==> src/rtl/hazard_scoreboard_pkg.sv <==
// Shared types for the hazard scoreboard: pipeline entry record and forward-select encodings.
// Entry addresses are stored at a fixed maximum width so the record type is independent of NREGS.
package hazard_scoreboard_pkg;

    localparam int SB_AW_MAX = 8;

    localparam int SEL_RF  = 0;
    localparam int SEL_EX  = 1;
    localparam int SEL_MEM = 2;
    localparam int SEL_WB  = 3;

    typedef struct packed {
        logic                 valid;
        logic                 wr_en;
        logic                 is_load;
        logic [SB_AW_MAX-1:0] wr_addr;
    } sb_entry_t;

endpackage

==> src/rtl/hazard_scoreboard_match.sv <==
// Finds the youngest in-flight writer of one source register.
// Purely combinational; no state and no flow control.
module sb_match
    import hazard_scoreboard_pkg::*;
#(
    parameter int DEPTH     = 3,
    parameter int RF_BYPASS = 1,
    parameter int SW        = 2
) (
    input  sb_entry_t [DEPTH-1:0] entries_i,
    input  logic                  src_used_i,
    input  logic [SB_AW_MAX-1:0]  src_addr_i,
    output logic                  hit_o,
    output logic [SW-1:0]         sel_o,
    output logic                  load_hit_o
);

    // With a write-before-read register file the WB stage is already visible, so it never matches.
    localparam int NMATCH = (RF_BYPASS != 0) ? DEPTH - 1 : DEPTH;

    always_comb begin
        hit_o      = 1'b0;
        sel_o      = '0;
        load_hit_o = 1'b0;
        for (int k = NMATCH - 1; k >= 0; k--) begin
            if (src_used_i && entries_i[k].valid && entries_i[k].wr_en &&
                (entries_i[k].wr_addr == src_addr_i)) begin
                hit_o      = 1'b1;
                sel_o      = SW'(k + 1);
                load_hit_o = (k == 0) && entries_i[k].is_load;
            end
        end
    end

endmodule

==> src/rtl/hazard_scoreboard.sv <==
// Parameterised scoreboard producing stall and operand-forward selects for the ID stage.
// Outputs are combinational (zero latency); stall backpressures PC and IF_ID and bubbles ID_EX.
module hazard_scoreboard
    import hazard_scoreboard_pkg::*;
#(
    parameter int NREGS     = 8,
    parameter int DEPTH     = 3,
    parameter int FORWARD   = 1,
    parameter int RF_BYPASS = 1,
    localparam int AW       = $clog2(NREGS),
    localparam int SW       = $clog2(DEPTH + 1)
) (
    input  logic          clk,
    input  logic          rst,
    input  logic          id_valid,
    input  logic          id_rs_used,
    input  logic          id_rt_used,
    input  logic [AW-1:0] id_rs_addr,
    input  logic [AW-1:0] id_rt_addr,
    input  logic          id_wr_en,
    input  logic [AW-1:0] id_wr_addr,
    input  logic          id_is_load,
    input  logic          flush,
    output logic          stall,
    output logic          pc_write_en,
    output logic          if_id_write_en,
    output logic [SW-1:0] fwd_a_sel,
    output logic [SW-1:0] fwd_b_sel,
    output logic [15:0]   stall_count
);

    sb_entry_t [DEPTH-1:0] entries_q, entries_d;
    logic [15:0]           stall_count_q, stall_count_d;

    logic          hit_a, hit_b, load_hit_a, load_hit_b, hazard;
    logic [SW-1:0] sel_a, sel_b;

    sb_match #(.DEPTH(DEPTH), .RF_BYPASS(RF_BYPASS), .SW(SW)) u_match_a (
        .entries_i  (entries_q),
        .src_used_i (id_rs_used),
        .src_addr_i (SB_AW_MAX'(id_rs_addr)),
        .hit_o      (hit_a),
        .sel_o      (sel_a),
        .load_hit_o (load_hit_a)
    );

    sb_match #(.DEPTH(DEPTH), .RF_BYPASS(RF_BYPASS), .SW(SW)) u_match_b (
        .entries_i  (entries_q),
        .src_used_i (id_rt_used),
        .src_addr_i (SB_AW_MAX'(id_rt_addr)),
        .hit_o      (hit_b),
        .sel_o      (sel_b),
        .load_hit_o (load_hit_b)
    );

    always_comb begin
        hazard = (FORWARD != 0) ? (load_hit_a | load_hit_b) : (hit_a | hit_b);
        // A flushed or empty ID slot never holds the front end.
        stall          = hazard & id_valid & ~flush;
        pc_write_en    = ~stall;
        if_id_write_en = ~stall;
        fwd_a_sel      = (FORWARD != 0) ? sel_a : SW'(SEL_RF);
        fwd_b_sel      = (FORWARD != 0) ? sel_b : SW'(SEL_RF);
        stall_count    = stall_count_q;
    end

    always_comb begin
        entries_d = '0;
        if (id_valid && !stall && !flush) begin
            entries_d[0].valid   = 1'b1;
            entries_d[0].wr_en   = id_wr_en;
            entries_d[0].is_load = id_is_load;
            entries_d[0].wr_addr = SB_AW_MAX'(id_wr_addr);
        end
        for (int k = 1; k < DEPTH; k++) begin
            entries_d[k] = entries_q[k-1];
        end
        stall_count_d = stall_count_q;
        if (stall && (stall_count_q != 16'hFFFF)) begin
            stall_count_d = stall_count_q + 16'd1;
        end
    end

    always_ff @(posedge clk or negedge rst) begin
        if (!rst) begin
            entries_q     <= '0;
            stall_count_q <= '0;
        end else begin
            entries_q     <= entries_d;
            stall_count_q <= stall_count_d;
        end
    end

endmodule

==> config.mk <==
export PLATFORM = sky130hd
export DESIGN_NAME = hazard_scoreboard
export DESIGN_NICKNAME = d
export VERILOG_FILES = /design/src/rtl/hazard_scoreboard_pkg.sv /design/src/rtl/hazard_scoreboard_match.sv /design/src/rtl/hazard_scoreboard.sv
export SDC_FILE = /design/constraint.sdc
export NUM_CORES = 1
export LEC_CHECK = 0
export CORE_MARGIN = 2
export CORE_UTILIZATION = 50
export CTS_CLUSTER_DIAMETER = 50
export DETAILED_ROUTE_END_ITERATION = 10
export GPL_TIMING_DRIVEN = 1
export PLACE_DENSITY_LB_ADDON = 0.08
export SYNTH_ARGS = -nofsm -noshare
export SYNTH_HDL_FRONTEND = slang
export SYNTH_SLANG_ARGS = --single-unit
==> constraint.sdc <==
create_clock -name clk -period 3.85 [get_ports clk]
set_clock_uncertainty 0.1 [all_clocks]
set_input_delay 1.155 -clock clk [delete_from_list [all_inputs] [get_ports clk]]
set_output_delay 1.155 -clock clk [all_outputs]
set_load 0.01 [all_outputs]
==> summary.txt <==
Timing
  • Final setup viols: 0
  • Final period util: between 90% and 100%
  • Rel. slew slack: ~60%
  • Final hold violation count: 0
  • Period minus WS final: 3.78 ns
  • RSZ-0062 raised after global routing: no
  • Achievable Freq: around 0.26 GHz
  • Final Max Tran Viols: 0
  • Worst Max-Slew Pin Slew: between 0.5 and 0.6 ns
  • Setup TNS: 0 ns

Routing
  • Routed len/inst: about 15 um
  • Initial DRC count: 32
  • Post-Route WL: a little under 3 mm
  • Drt first pass iters: 4
  • Via density: roughly 5.3
  • DR vias: between 1000 and 1500
  • Remaining routing DRC violations: 0
  • Final antenna-violating net count: 0

Critical path
  • Max FO, Critical Path: 5
  • Critical path's slowest cell: nor4_4
  • Startpoint types: primary input
  • CP required: between 2 and 3 ns
  • Worst setup EP type: output pin
  • Cell Chain, Critical Path: dlygate4sd2_1, xor2_2, nor4_4, buf_4, o2111ai_4, inv_1, clkdlybuf4s15_2
  • Crit Path Class: in2out
  • CP peak stage delay: ~0.28 ns
  • Buf/Inv on CP: 4
  • Cell family with most CP delay: buffers and inverters
  • Arr. time, crit path: approximately 2.5 ns

Layout
  • Layout cells sized above 1: 20.4%
  • Antenna diodes: 0
  • Commonest non-fill, non-tap cell in the layout: dfrtp_1
  • Synth-to-Final Area Change: 44.0%
  • # nets final: 186
  • Leading cell types in the layout, fill and taps excluded: dfrtp_1, clkdlybuf4s50_1, xnor2_1, buf_4, nand2_1
  • Cell area after layout: 0.00192 sq mm

Run
  • MaxCap Viol Count: 0

Min path
  • Hold Crit Class: reg2reg

Synthesis
  • Syn Area/Cell: approximately 12 sq um
  • Post-synthesis cell count: ~110
  • Syn nets: ~130
  • Proportion of synthesized area in mux cells: under 10%
  • Compound-Gate Fraction of Synth Area: under 10%
  • Total of warnings raised by yosys: 0
  • Simple-Gate Fraction of Synth Area: 23.6%
  • Number of synthesized register bits: 27
  • Mapped Area: 0.00133 sq mm
  • Adder-cell area share of the yosys netlist: less than 1%
  • Synth Area in XOR/XNOR: about 16%
  • Sequential share of the synthesized area: roughly 50%
  • Largest family of logic cells by synthesized area: simple AND/OR/NAND/NOR gates
  • Yosys cell types: 26

Power
  • Comb power frac: roughly 9.9%
  • Leakage dissipation: 0.000850 uW
  • Int Pwr: ~350 uW
  • NetSw: approximately 110 uW
  • Clk network pwr share: between 20% and 30%
  • Power Density: 242 mW/mm^2
  • Maximum vdd drop: 0.238 mV
  • Switching part of the total: a little under a quarter
  • Flop pwr share: 63.4%

Clock network
  • Clk sinks: 27
  • H-tree levels: 1
  • Post-CTS Hold Buffers: 0
  • Clk_lat worst skew: approximately 0.33 ns
  • TritonCTS Buffers: 3
  • Clk pin slew, worst setup/hold paths: 0.14 ns
  • Clock Path Buffers: 2
  • CTS tree: done
  • Root Driver: clkbuf_4

Global routing
  • Global-route wire length before repair: about 5.0 mm
  • GRT Util Overall: between 20% and 30%
  • Number of global-route vias before repair: about 1100
  • Largest net degree at the start of global routing: 28
  • Antenna violations before repair: 0
  • Total grt overflow: 0

Floorplanning
  • Die X-Extent: about 56 um
  • Die ar.: just over 0.003 sq mm
  • Starting Density: between 50% and 60%
  • FP Rows: 18
  • Placeable Area: between 0.002 and 0.0025 sq mm
  • Chip Height: between 50 and 60 um
  • I/O pin cnt: 40

Run status
  • Status: finished, final reports clean

Placement
  • Port bufs: 39
  • Gp weighted congestion: approximately 0.83
  • Post-DP Area: 0.00180 sq mm
  • HPWL after DPL: 2.23 mm
-- state kept, by name, indices dropped and copies added, names as in the netlist --
| register | flops |
|---|---|
| entries_d | 11 |
| stall_count | 16 |
-- power by group through the flow --
stage,Combinational [uW],Clock (uW),Sequential (uW)
after floorplan,14.1,0,297
after global placement,43.9,0,298
after detailed placement,45.3,0,298
after CTS,46.2,124,294
after global routing,50.5,139,295
final,45.8,124,294
-- final timing paths --
check                             endpoint           from  slack, ns  cells past startpoint
min in group asynchronous    entries_d[31]            rst       1.08                      2
hold / removal               entries_d[32]  entries_d[21]       0.36                      0
setup reg to reg           stall_count[14]  entries_d[12]       1.46                      8
setup / recovery                     stall  id_rs_addr[1]       0.07                      7
max in group asynchronous  stall_count[12]            rst       2.32                      2
hold reg to reg              entries_d[32]  entries_d[21]       0.36                      0
-- cells in the mapped netlist --
cell type	count	area, sq um
and2_1	5	31.3
and3_1	3	18.8
and3b_1	1	8.76
and4_1	2	17.5
buf_4	2	15.0
dfrtp_1	27	676
ha_1	1	12.5
inv_1	3	11.3
mux2_1	3	33.8
nand2_1	9	33.8
nand2b_1	1	6.26
nand3_1	9	45.0
nand3b_1	1	7.51
nand4_1	7	43.8
nor2_1	3	11.3
nor3b_1	1	7.51
nor4_1	2	12.5
nor4_2	1	12.5
nor4_4	2	42.5
nor4b_2	1	15.0
o2111ai_4	1	26.3
o21ai_1	1	5.00
o21ba_2	1	10.0
o41ai_1	1	8.76
xnor2_1	13	114
xor2_1	12	105
-- stage by stage --
stage / hold WS, ns / power [uW] / instances / utilization [%] / worst slack (ns)
6_report: 0.355 / 463 / 197 / 76.7 / 0.0724
5_1_grt: 0.375 / 484 / 197 / 76.7 / 0.0145
4_1_cts: 0.355 / 464 / 196 / 75.9 / 0.000800
3_5_place_dp: 0.289 / 343 / 188 / 72.2 / -0.441
3_3_place_gp: 0.284 / 342 / 188 / 72.2 / -0.396
2_1_floorplan: 0.273 / 311 / 113 / - / 0.379
-- cell families after synthesis --
logic type | Yosys count
adders and majority gates | 1
and+or+nand+nor | 48
xor gates and xnor gates | 25
muxes | 3
DFF | 27
buffers and inverters | 5
AOI/OAI and AO/OA | 4
-- what timing repair did --
item,4_1_cts,5_1_grt
pin swaps,6,2
resized for setup,34,3
setup endpoints to repair,7,4
setup buffers,4,1
-- metal layers --
metal  global-route usage (%)  up-vias  wire length (um)
met2                     35.9       26              1470
met1                     24.4      508              1270
met5                        0        -                 0
li1                         -      499                 -
met4                     9.41        0                63
met3                     4.65        7               120
-- final cells by class --
| class | instances | area (sq um) |
|---|---|---|
| Fill cell | 177 | 583 |
| Sequential cell | 27 | 676 |
| Timing Repair Buffer | 52 | 475 |
| Multi-Input combinational cell | 81 | 691 |
| Tap cell | 30 | 37.5 |
| Inverter | 3 | 11.3 |
| Clock buffer | 4 | 26.3 |
-- worst reg2reg max path: cells and delay by family, from the launching register on --
family                    cells  cell delay [ns]
AOI/OAI and AO/OA             1             0.16
xor gates and xnor gates      1             0.19
buffers and inverters         3             0.45
DFF                           1             0.47
muxes                         1             0.35
and+or+nand+nor               2             0.56
Power figures use the tool's default switching activity.
